===== src/rtl/hazard_stall_if.sv =====
// Decode-stage hazard bundle: pipeline hazard fields in, stall/flush controls
// and debug statistics out.
interface hazard_stall_if #(
  parameter int CNT_W = 32
);
  logic [4:0]       id_rs;
  logic [4:0]       id_rt;
  logic             id_uses_rt;
  logic             id_branch;
  logic             id_branch_taken;
  logic             id_jump;
  logic             ex_mem_read;
  logic [4:0]       ex_rt;
  logic             mem_mem_read;
  logic [4:0]       mem_rt;
  logic             pc_stall;
  logic             if_id_stall;
  logic             id_ex_bubble;
  logic             if_id_flush;
  logic             stall_active;
  logic [CNT_W-1:0] stall_cycles;
  logic [CNT_W-1:0] flush_events;

  modport master (
    output id_rs, id_rt, id_uses_rt,
    output id_branch, id_branch_taken, id_jump,
    output ex_mem_read, ex_rt,
    output mem_mem_read, mem_rt,
    input  pc_stall, if_id_stall, id_ex_bubble,
    input  if_id_flush, stall_active,
    input  stall_cycles, flush_events
  );

  modport slave (
    input  id_rs, id_rt, id_uses_rt,
    input  id_branch, id_branch_taken, id_jump,
    input  ex_mem_read, ex_rt,
    input  mem_mem_read, mem_rt,
    output pc_stall, if_id_stall, id_ex_bubble,
    output if_id_flush, stall_active,
    output stall_cycles, flush_events
  );
endinterface


===== src/rtl/hazard_stall_unit.sv =====
// Load-use / branch-on-load stall controller with IF/ID flush on taken
// control transfers and free-running stall/flush statistics.
module hazard_stall_unit #(
  parameter int LOAD_USE_STALLS    = 1,
  parameter int BRANCH_LOAD_STALLS = 2,
  parameter int CNT_W              = 32
) (
  input logic           clk,
  input logic           rst_n,
  hazard_stall_if.slave bus
);

  if (LOAD_USE_STALLS < 1 || LOAD_USE_STALLS > 3 ||
      BRANCH_LOAD_STALLS < 1 || BRANCH_LOAD_STALLS > 3) begin : g_param_err
    $error("hazard_stall_unit: stall counts must be 1..3");
  end

  localparam logic [1:0] LU_N = 2'(LOAD_USE_STALLS);
  localparam logic [1:0] BL_N = 2'(BRANCH_LOAD_STALLS);

  typedef enum logic {
    S_IDLE,
    S_STALL
  } state_t;

  state_t           r_state;
  logic [1:0]       r_cnt;
  logic [CNT_W-1:0] r_stall_cycles;
  logic [CNT_W-1:0] r_flush_events;

  logic       w_match_ex;
  logic       w_match_mem;
  logic [1:0] w_need;
  logic       w_stall;
  logic       w_flush;

  assign w_match_ex = bus.ex_mem_read && (bus.ex_rt != 5'd0) &&
    ((bus.ex_rt == bus.id_rs) ||
     (bus.id_uses_rt && (bus.ex_rt == bus.id_rt)));

  assign w_match_mem = bus.mem_mem_read && (bus.mem_rt != 5'd0) &&
    bus.id_branch &&
    ((bus.mem_rt == bus.id_rs) ||
     (bus.id_uses_rt && (bus.mem_rt == bus.id_rt)));

  always_comb begin
    w_need = 2'd0;
    unique case (1'b1)
      (w_match_ex && bus.id_branch):  w_need = BL_N;
      (w_match_ex && !bus.id_branch): w_need = LU_N;
      (!w_match_ex && w_match_mem):   w_need = 2'd1;
      default:                        w_need = 2'd0;
    endcase
  end

  // Controls are forced low while reset is held, even with live hazards.
  assign w_stall = rst_n &&
    ((r_state == S_STALL) || (w_need != 2'd0));
  assign w_flush = rst_n && !w_stall &&
    (bus.id_branch_taken || bus.id_jump);

  always_ff @(posedge clk or negedge rst_n) begin
    if (!rst_n) begin
      r_state        <= S_IDLE;
      r_cnt          <= 2'd0;
      r_stall_cycles <= '0;
      r_flush_events <= '0;
    end else begin
      unique case (r_state)
        S_IDLE: begin
          if (w_need > 2'd1) begin
            r_state <= S_STALL;
            r_cnt   <= w_need - 2'd1;
          end
        end
        S_STALL: begin
          if (r_cnt == 2'd1) begin
            r_state <= S_IDLE;
          end
          r_cnt <= r_cnt - 2'd1;
        end
        default: begin
          r_state <= S_IDLE;
          r_cnt   <= 2'd0;
        end
      endcase
      if (w_stall) r_stall_cycles <= r_stall_cycles + CNT_W'(1);
      if (w_flush) r_flush_events <= r_flush_events + CNT_W'(1);
    end
  end

  assign bus.pc_stall     = w_stall;
  assign bus.if_id_stall  = w_stall;
  assign bus.id_ex_bubble = w_stall;
  assign bus.if_id_flush  = w_flush;
  assign bus.stall_active = (r_state == S_STALL);
  assign bus.stall_cycles = r_stall_cycles;
  assign bus.flush_events = r_flush_events;

endmodule


===== src/flat_wrapper.sv =====
// flat-port wrapper written by rule: the top's interface ports become plain ports
module hazard_stall_unit_flat 
#(
  parameter int LOAD_USE_STALLS    = 1,
  parameter int BRANCH_LOAD_STALLS = 2,
  parameter int CNT_W              = 32
)
  (clk, rst_n, bus_id_rs, bus_id_rt, bus_id_uses_rt, bus_id_branch, bus_id_branch_taken, bus_id_jump, bus_ex_mem_read, bus_ex_rt, bus_mem_mem_read, bus_mem_rt, bus_pc_stall, bus_if_id_stall, bus_id_ex_bubble, bus_if_id_flush, bus_stall_active, bus_stall_cycles, bus_flush_events);
  hazard_stall_if #(.CNT_W(CNT_W)) bus_i ();
  input logic clk;
  input logic rst_n;
  input wire logic [$bits(bus_i.id_rs)-1:0] bus_id_rs;
  input wire logic [$bits(bus_i.id_rt)-1:0] bus_id_rt;
  input wire logic [$bits(bus_i.id_uses_rt)-1:0] bus_id_uses_rt;
  input wire logic [$bits(bus_i.id_branch)-1:0] bus_id_branch;
  input wire logic [$bits(bus_i.id_branch_taken)-1:0] bus_id_branch_taken;
  input wire logic [$bits(bus_i.id_jump)-1:0] bus_id_jump;
  input wire logic [$bits(bus_i.ex_mem_read)-1:0] bus_ex_mem_read;
  input wire logic [$bits(bus_i.ex_rt)-1:0] bus_ex_rt;
  input wire logic [$bits(bus_i.mem_mem_read)-1:0] bus_mem_mem_read;
  input wire logic [$bits(bus_i.mem_rt)-1:0] bus_mem_rt;
  output wire logic [$bits(bus_i.pc_stall)-1:0] bus_pc_stall;
  output wire logic [$bits(bus_i.if_id_stall)-1:0] bus_if_id_stall;
  output wire logic [$bits(bus_i.id_ex_bubble)-1:0] bus_id_ex_bubble;
  output wire logic [$bits(bus_i.if_id_flush)-1:0] bus_if_id_flush;
  output wire logic [$bits(bus_i.stall_active)-1:0] bus_stall_active;
  output wire logic [$bits(bus_i.stall_cycles)-1:0] bus_stall_cycles;
  output wire logic [$bits(bus_i.flush_events)-1:0] bus_flush_events;
  assign bus_i.id_rs = bus_id_rs;
  assign bus_i.id_rt = bus_id_rt;
  assign bus_i.id_uses_rt = bus_id_uses_rt;
  assign bus_i.id_branch = bus_id_branch;
  assign bus_i.id_branch_taken = bus_id_branch_taken;
  assign bus_i.id_jump = bus_id_jump;
  assign bus_i.ex_mem_read = bus_ex_mem_read;
  assign bus_i.ex_rt = bus_ex_rt;
  assign bus_i.mem_mem_read = bus_mem_mem_read;
  assign bus_i.mem_rt = bus_mem_rt;
  assign bus_pc_stall = bus_i.pc_stall;
  assign bus_if_id_stall = bus_i.if_id_stall;
  assign bus_id_ex_bubble = bus_i.id_ex_bubble;
  assign bus_if_id_flush = bus_i.if_id_flush;
  assign bus_stall_active = bus_i.stall_active;
  assign bus_stall_cycles = bus_i.stall_cycles;
  assign bus_flush_events = bus_i.flush_events;
  hazard_stall_unit #(.LOAD_USE_STALLS(LOAD_USE_STALLS), .BRANCH_LOAD_STALLS(BRANCH_LOAD_STALLS), .CNT_W(CNT_W)) u_core (.clk(clk), .rst_n(rst_n), .bus(bus_i));
endmodule

===== config.mk =====
export PLATFORM = sky130hd
export DESIGN_NAME = hazard_stall_unit_flat
export DESIGN_NICKNAME = d
export VERILOG_FILES = /design/src/rtl/hazard_stall_if.sv /design/src/rtl/hazard_stall_unit.sv /design/src/flat_wrapper.sv
export SDC_FILE = /design/constraint.sdc
export NUM_CORES = 1
export LEC_CHECK = 0
export ABC_AREA = 0
export CORE_ASPECT_RATIO = 0.6
export CORE_MARGIN = 3
export CORE_UTILIZATION = 40
export CTS_BUF_LIST = sky130_fd_sc_hd__clkbuf_16
export DETAILED_ROUTE_END_ITERATION = 16
export PLACE_DENSITY_LB_ADDON = 0.3
export RECOVER_POWER = 25
export SYNTH_ARGS = -nofsm -noshare
export SYNTH_HDL_FRONTEND = slang
export SYNTH_SLANG_ARGS = --single-unit

===== constraint.sdc =====
create_clock -name clk -period 2.2 [get_ports clk]
set_input_delay 0.33 -clock clk [delete_from_list [all_inputs] [get_ports clk]]
set_output_delay 0.33 -clock clk [all_outputs]
set_load 0.1 [all_outputs]

==> results.cfg, run 1 <==
[finish]
mostFrequentLayoutCell = buf_4
nFillCells = 616
post-route-util = 0.668
drive_above_1_share = 0.495
mostFrequentLayoutCells = buf_4 (106), dfrtp_1 (67), xnor2_1 (43), xor2_1 (27), nand2_1 (18)
regArea_mm2 = 0.00168
diodes = 0
nets = 495
multi_input_area_mm2 = 0.00202
design_area_mm2 = 0.00535
syn_to_final_growth_pct = 59.6

[clocking]
insertion_delay_ns = 0.33
clock-sinks = 67
hold_buffers = 0
numCtsBuffers = 9
htreeDepth = 3
root_buffer = clkbuf_16
cts.path.max_buffers = 2
path_clk_slew_ns = 0.05
cts_tree = yes

[detailed_routing]
viasPerCell = 4.97
drt-total-wl_um = 8950
drtIter0Drc = 157
wire_per_inst_um = 15.6
vias = 2848
ant_nets = 0
drc = 0
first_pass_iters = 5

[critical_path]
slowest_stage = or4_4
required_ns = 1.87
cp_slowest_stage_delay_ns = 0.52
reg2reg_slack_ns = -0.07
critPathCaptureType = primary output
crit_chain = buf_6 > or4_4 > o21ai_2 > nand2b_4 > mux2i_1 > ha_2 > buf_6 > nand2b_4 > buf_6 > nand2_4 > clkinvlp_4 > buf_12
path_max_fanout = 4
critPathLaunchType = primary input
path_class = in -> out
worstPathArrival_ns = 2.38
crit_top_cell = buf_6

[global_routing]
grt_pass1_vias = 2754
grt_max_degree = 37
grt_pass1_wl_um = 14000
grt_overflow = 0
antenna_found_initial = 0
track_usage = 0.191

[synth]
synth_top_cell_area_share = 0.501
synth_compound_area_frac = 0.0142
syn_avg_cell_area_um2 = 10.8
syn_nets = 341
ys_seq_area_frac = 0.501
ys_types = 35
syn_area_mm2 = 0.00335
synth_top_family_by_area = XOR/XNOR gates
synth-simple-area-share = 0.214
async_flop_share = 1.00
synth_top_area_cell = dfrtp_1
synth_xor_area_frac = 0.217
synth.area.top_cells = dfrtp_1 (50%), xnor2_1 (13%), xor2_1 (7.8%)
yosys.area_share.adder = 0.0149
syn_inst = 309
synth_seq_cells = 67
synthMuxAreaShare = 0.0157
yosys_most_used_dff = dfrtp_1
ys_warn_count = 0
synth_edf_count = 0

[floorplanning]
rows = 25
die_w_um = 124
fp.dieH_um = 76.9
initial_core_util = 0.418
die_area_mm2 = 0.00954
ioPinCount = 97
core_region_area_mm2 = 0.00801

[pwr]
p_total_mw = 4.05
peakVddDrop_uv = 1120
leakagePower_nw = 2.59
p_int_mw = 2.47
p_per_area_mw_per_mm2 = 758
sw_frac_of_total = 0.389
switchingPower_mw = 1.58
pwr-share-comb = 0.341
p_seq_frac = 0.365
pwr-share-clk = 0.294

[hold_path]
hold_path_class = in -> async

[flow_run]
drv_cap = 0

[placement]
gp_congestion = 0.883
placed_area_mm2 = 0.00464
port_buffers = 96
dpl.hpwl_um = 6430

[timing]
max_freq_ghz = 0.369
clock-skew-final_ns = 0.00371
post-route-min-period_ns = 2.71
hold_violations = 0
rsz0062_at_grt = yes
tightest_slew_ns = 0.712
setup_ws_ns = -0.512
period_share = 1.23
maxSlewViolCount = 0
holdWs_ns = 0.146
setup_viol = 65
max_slew_margin = 0.521

[status]
outcome = finished with violations
violations = negative setup slack
-- critical path: cells and delay by family --
family,cells,cell delay (ns)
AOI/OAI and AO/OA,1,0.15
adders and majority gates,1,0.22
buffers and inverters,5,0.71
muxes,1,0.19
and+or+nand+nor,4,0.78
-- timing repair --
action                                  CTS  global route
endpoints found under the setup margin   69            67
gates resized for setup                 102            62
buffers inserted                          9             8
pin swaps                                29            28
gates cloned                              0             0
-- power groups by stage --
stage | registers (mW) | clock network (mW) | logic [mW]
finish | 1.48 | 1.19 | 1.38
global route | 1.50 | 1.29 | 1.44
CTS | 1.47 | 1.22 | 1.35
detailed placement | 1.49 | 0 | 1.32
global placement | 1.48 | 0 | 1.30
floorplan | 2.07 | 0 | 0.346
-- routing by layer --
metal,vias up,track usage,routed length (µm)
met5,-,0,0
met4,0,0.0623,171
met3,16,0.0582,522
met2,72,0.277,4050
met1,1402,0.272,4210
li1,1358,-,-
-- flip-flops by register name, summed over array words and instances (netlist names) --
register	cells
u_core.r_cnt	2
u_core.bus.flush_events	32
u_core.bus.stall_cycles	32
u_core.bus.stall_active	1
-- area by class of cell --
cell class,instances,share of cell area
clock buffers,9,0.0421
clock inverters,4,0.00281
inverters,13,0.00983
multi-input cells,224,0.377
flip-flops and latches,67,0.314
well taps,108,0.0253
repair buffers,148,0.229
-- synth_stat cells, types with 5 or more instances --
| library cell | instances |
|---|---|
| xnor2_1 | 51 |
| and4_1 | 5 |
| and3_1 | 11 |
| inv_1 | 13 |
| nor3_1 | 6 |
| dfrtp_1 | 67 |
| nand3_1 | 18 |
| nor2_1 | 17 |
| nand4_1 | 14 |
| nand2_1 | 33 |
| xor2_1 | 30 |
-- metrics by stage --
stage	std cells	setup WS, ns	TNS (ns)
after floorplan	309	-0.677	-20.20
after global placement	544	-0.960	-55.47
after detailed placement	544	-0.979	-57.38
after CTS	566	-0.508	-12.14
after global routing	573	-0.593	-24.34
final	573	-0.512	-16.80
-- final timing paths --
kind,startpoint,to,cells after the start
max in group asynchronous,rst_n,u_core.bus.flush_events[22]$_DFFE_PN0P_,2
hold / removal,rst_n,u_core.bus.stall_cycles[1]$_DFFE_PN0P_,2
setup reg to reg,u_core.bus.stall_cycles[18]$_DFFE_PN0P_,u_core.bus.stall_cycles[28]$_DFFE_PN0P_,5
setup / recovery,bus_ex_rt[2],bus_if_id_stall,12
hold reg to reg,u_core.bus.stall_cycles[31]$_DFFE_PN0P_,u_core.bus.stall_cycles[31]$_DFFE_PN0P_,1
min in group clk,u_core.bus.stall_cycles[31]$_DFFE_PN0P_,u_core.bus.stall_cycles[31]$_DFFE_PN0P_,1
-- logic make-up (layout without fill, tap and decap cells) --
family / after synthesis / count (layout)
compound gates: 8 / 8
xor+xnor: 82 / 82
fa+ha+maj: 4 / 4
mux: 5 / 5
simple gates: 125 / 125
flops: 67 / 67
buf+inv: 18 / 174
Note: power is estimated with default switching activity, not from simulation.
==> inputs of run 2 (changes only) <==
--- a/config.mk
+++ b/config.mk
@@ -7,12 +7,12 @@
 export LEC_CHECK = 0
 export ABC_AREA = 0
 export CORE_ASPECT_RATIO = 0.6
-export CORE_MARGIN = 3
 export CORE_UTILIZATION = 40
-export CTS_BUF_LIST = sky130_fd_sc_hd__clkbuf_16
+export CTS_BUF_LIST = sky130_fd_sc_hd__clkbuf_8
 export DETAILED_ROUTE_END_ITERATION = 16
 export PLACE_DENSITY_LB_ADDON = 0.3
 export RECOVER_POWER = 25
+export SKIP_CTS_REPAIR_TIMING = 1
 export SYNTH_ARGS = -nofsm -noshare
 export SYNTH_HDL_FRONTEND = slang
 export SYNTH_SLANG_ARGS = --single-unit
==> run 2 against run 1 <==
  * The run still ends with negative setup slack left
  * Critical path depth is the same
  * Register-to-register slack better by 0.10 ns
  * Clock power down 27%
  * Cell count down 0.70%
  * Core utilization is 1.6 points higher
  * Non-clock buffer count shrank 6
  * Global-route usage up 1.0 points
  * Via count shrank 2.5%
  * Highest routed layer unchanged
  * First-iteration DRC count decreased by 16%
  * Combinational power rose by 5%
  * Largest power group unchanged
==> results.cfg, run 2 (synthesis gave the netlist of run 1 again) <==
[clocking]
path_clk_slew_ns = 0.07
cts_tree = yes
clock-sinks = 67
numCtsBuffers = 9
htreeDepth = 3
cts.path.max_buffers = 2
root_buffer = clkbuf_8
insertion_delay_ns = 0.35

[floorplanning]
core_region_area_mm2 = 0.00798
die_area_mm2 = 0.00876
rows = 25
fp.dieH_um = 72.9
initial_core_util = 0.420
die_w_um = 120
ioPinCount = 97

[pwr]
sw_frac_of_total = 0.419
p_total_mw = 3.79
p_int_mw = 2.20
leakagePower_nw = 2.72
switchingPower_mw = 1.59
pwr-share-clk = 0.230
peakVddDrop_uv = 1020
pwr-share-comb = 0.381
p_per_area_mw_per_mm2 = 696
p_seq_frac = 0.389

[critical_path]
path_max_fanout = 3
rr_worst_depth = 5
startpoint = bus_ex_rt[3]
rr_endpoint = u_core.bus.stall_cycles[24]$_DFFE_PN0P_
reg2reg_from = u_core.bus.stall_cycles[9]$_DFFE_PN0P_
reg2reg_slack_ns = 0.03
worstPathArrival_ns = 2.42
path_class = in -> out
critPathCaptureType = primary output
required_ns = 1.87
critPathLaunchType = primary input
worstSetupEndpoint = bus_if_id_flush

[timing]
max_slew_margin = 0.616
period_share = 1.25
max_freq_ghz = 0.363
holdWs_ns = 0.0888
tightest_slew_ns = 0.572
clock-skew-final_ns = 0.00875
post-route-min-period_ns = 2.75
maxSlewViolCount = 0
setup_ws_ns = -0.555
hold_violations = 0
setup_viol = 60
rsz0062_at_grt = yes

[finish]
mostFrequentLayoutCells = buf_4 (88), dfrtp_1 (67), xnor2_1 (41), xor2_1 (26), buf_6 (25)
nets = 489
diodes = 0
mostFrequentLayoutCell = buf_4
drive_above_1_share = 0.490
syn_to_final_growth_pct = 62.8
design_area_mm2 = 0.00545

[detailed_routing]
drtIter0Drc = 132
drt-total-wl_um = 8940
first_pass_iters = 4
drc = 0
viasPerCell = 4.88
vias = 2778
ant_nets = 0
wire_per_inst_um = 15.7

[placement]
placed_area_mm2 = 0.00460
gp_congestion = 0.965
port_buffers = 96
dpl.hpwl_um = 6170

[hold_path]
hold_path_class = in -> async

[global_routing]
antenna_found_initial = 0
grt_pass1_vias = 2627
track_usage = 0.201
grt_max_degree = 46
grt_overflow = 0
grt_pass1_wl_um = 13300

[status]
violations = negative setup slack
outcome = finished with violations

[flow_run]
drv_cap = 0
## run 2: worst min-delay path by stage
| stage | end | start | slack (ns) |
|---|---|---|---|
| final | u_core.bus.flush_events[12]$_DFFE_PN0P_ | rst_n | 0.09 |
| after global routing | u_core.bus.flush_events[12]$_DFFE_PN0P_ | rst_n | 0.1 |
| after CTS | u_core.bus.flush_events[12]$_DFFE_PN0P_ | rst_n | 0.07 |
| after detailed placement | u_core.bus.stall_cycles[31]$_DFFE_PN0P_ | u_core.bus.stall_cycles[31]$_DFFE_PN0P_ | 0.46 |
| after global placement | u_core.r_cnt[0]$_DFFE_PN0P_ | rst_n | 0.45 |
| after floorplan | u_core.bus.flush_events[0]$_DFFE_PN0P_ | rst_n | 0.03 |
## run 2: layout make-up
class / instances / area, µm²
inverters: 13 / 52.6
repair buffers: 142 / 1300
fillers: 597 / 2520
well taps: 108 / 135
clock buffers: 10 / 138
clock inverters: 5 / 22.5
flip-flops and latches: 67 / 1680
multi-input cells: 224 / 2130
## run 2: power by group through the flow
stage	registers, mW	logic, mW	clock network (mW)
after detailed placement	1.48	1.31	0
after floorplan	2.07	0.346	0
final	1.48	1.45	0.872
after global placement	1.48	1.29	0
after CTS	1.46	1.31	0.908
after global routing	1.49	1.52	0.955
## run 2: critical path, cell delays in order
cell and delay, ns:
buf_8 0.10, or4_4 0.53, o21ai_2 0.18, nand2b_4 0.16
mux2i_4 0.23, ha_4 0.15, buf_6 0.09, nand2b_4 0.05
buf_6 0.13, buf_6 0.11, nor2_4 0.15, buf_12 0.19
## run 2: layer usage
layer  routed length (µm)  GRT usage
met1                 4330      0.288
met2                 4050      0.288
met3                  462     0.0625
met4                   98     0.0667
met5                    0          0
## run 2: metrics by stage
step / utilization / instances / TNS, ns / setup WS [ns]
floorplan: - / 309 / -20.20 / -0.677
global placement: 0.577 / 537 / -54.66 / -1.01
detailed placement: 0.577 / 537 / -57.80 / -1.06
CTS: 0.597 / 552 / -32.91 / -0.996
global route: 0.683 / 569 / -21.45 / -0.638
finish: 0.683 / 569 / -16.58 / -0.555
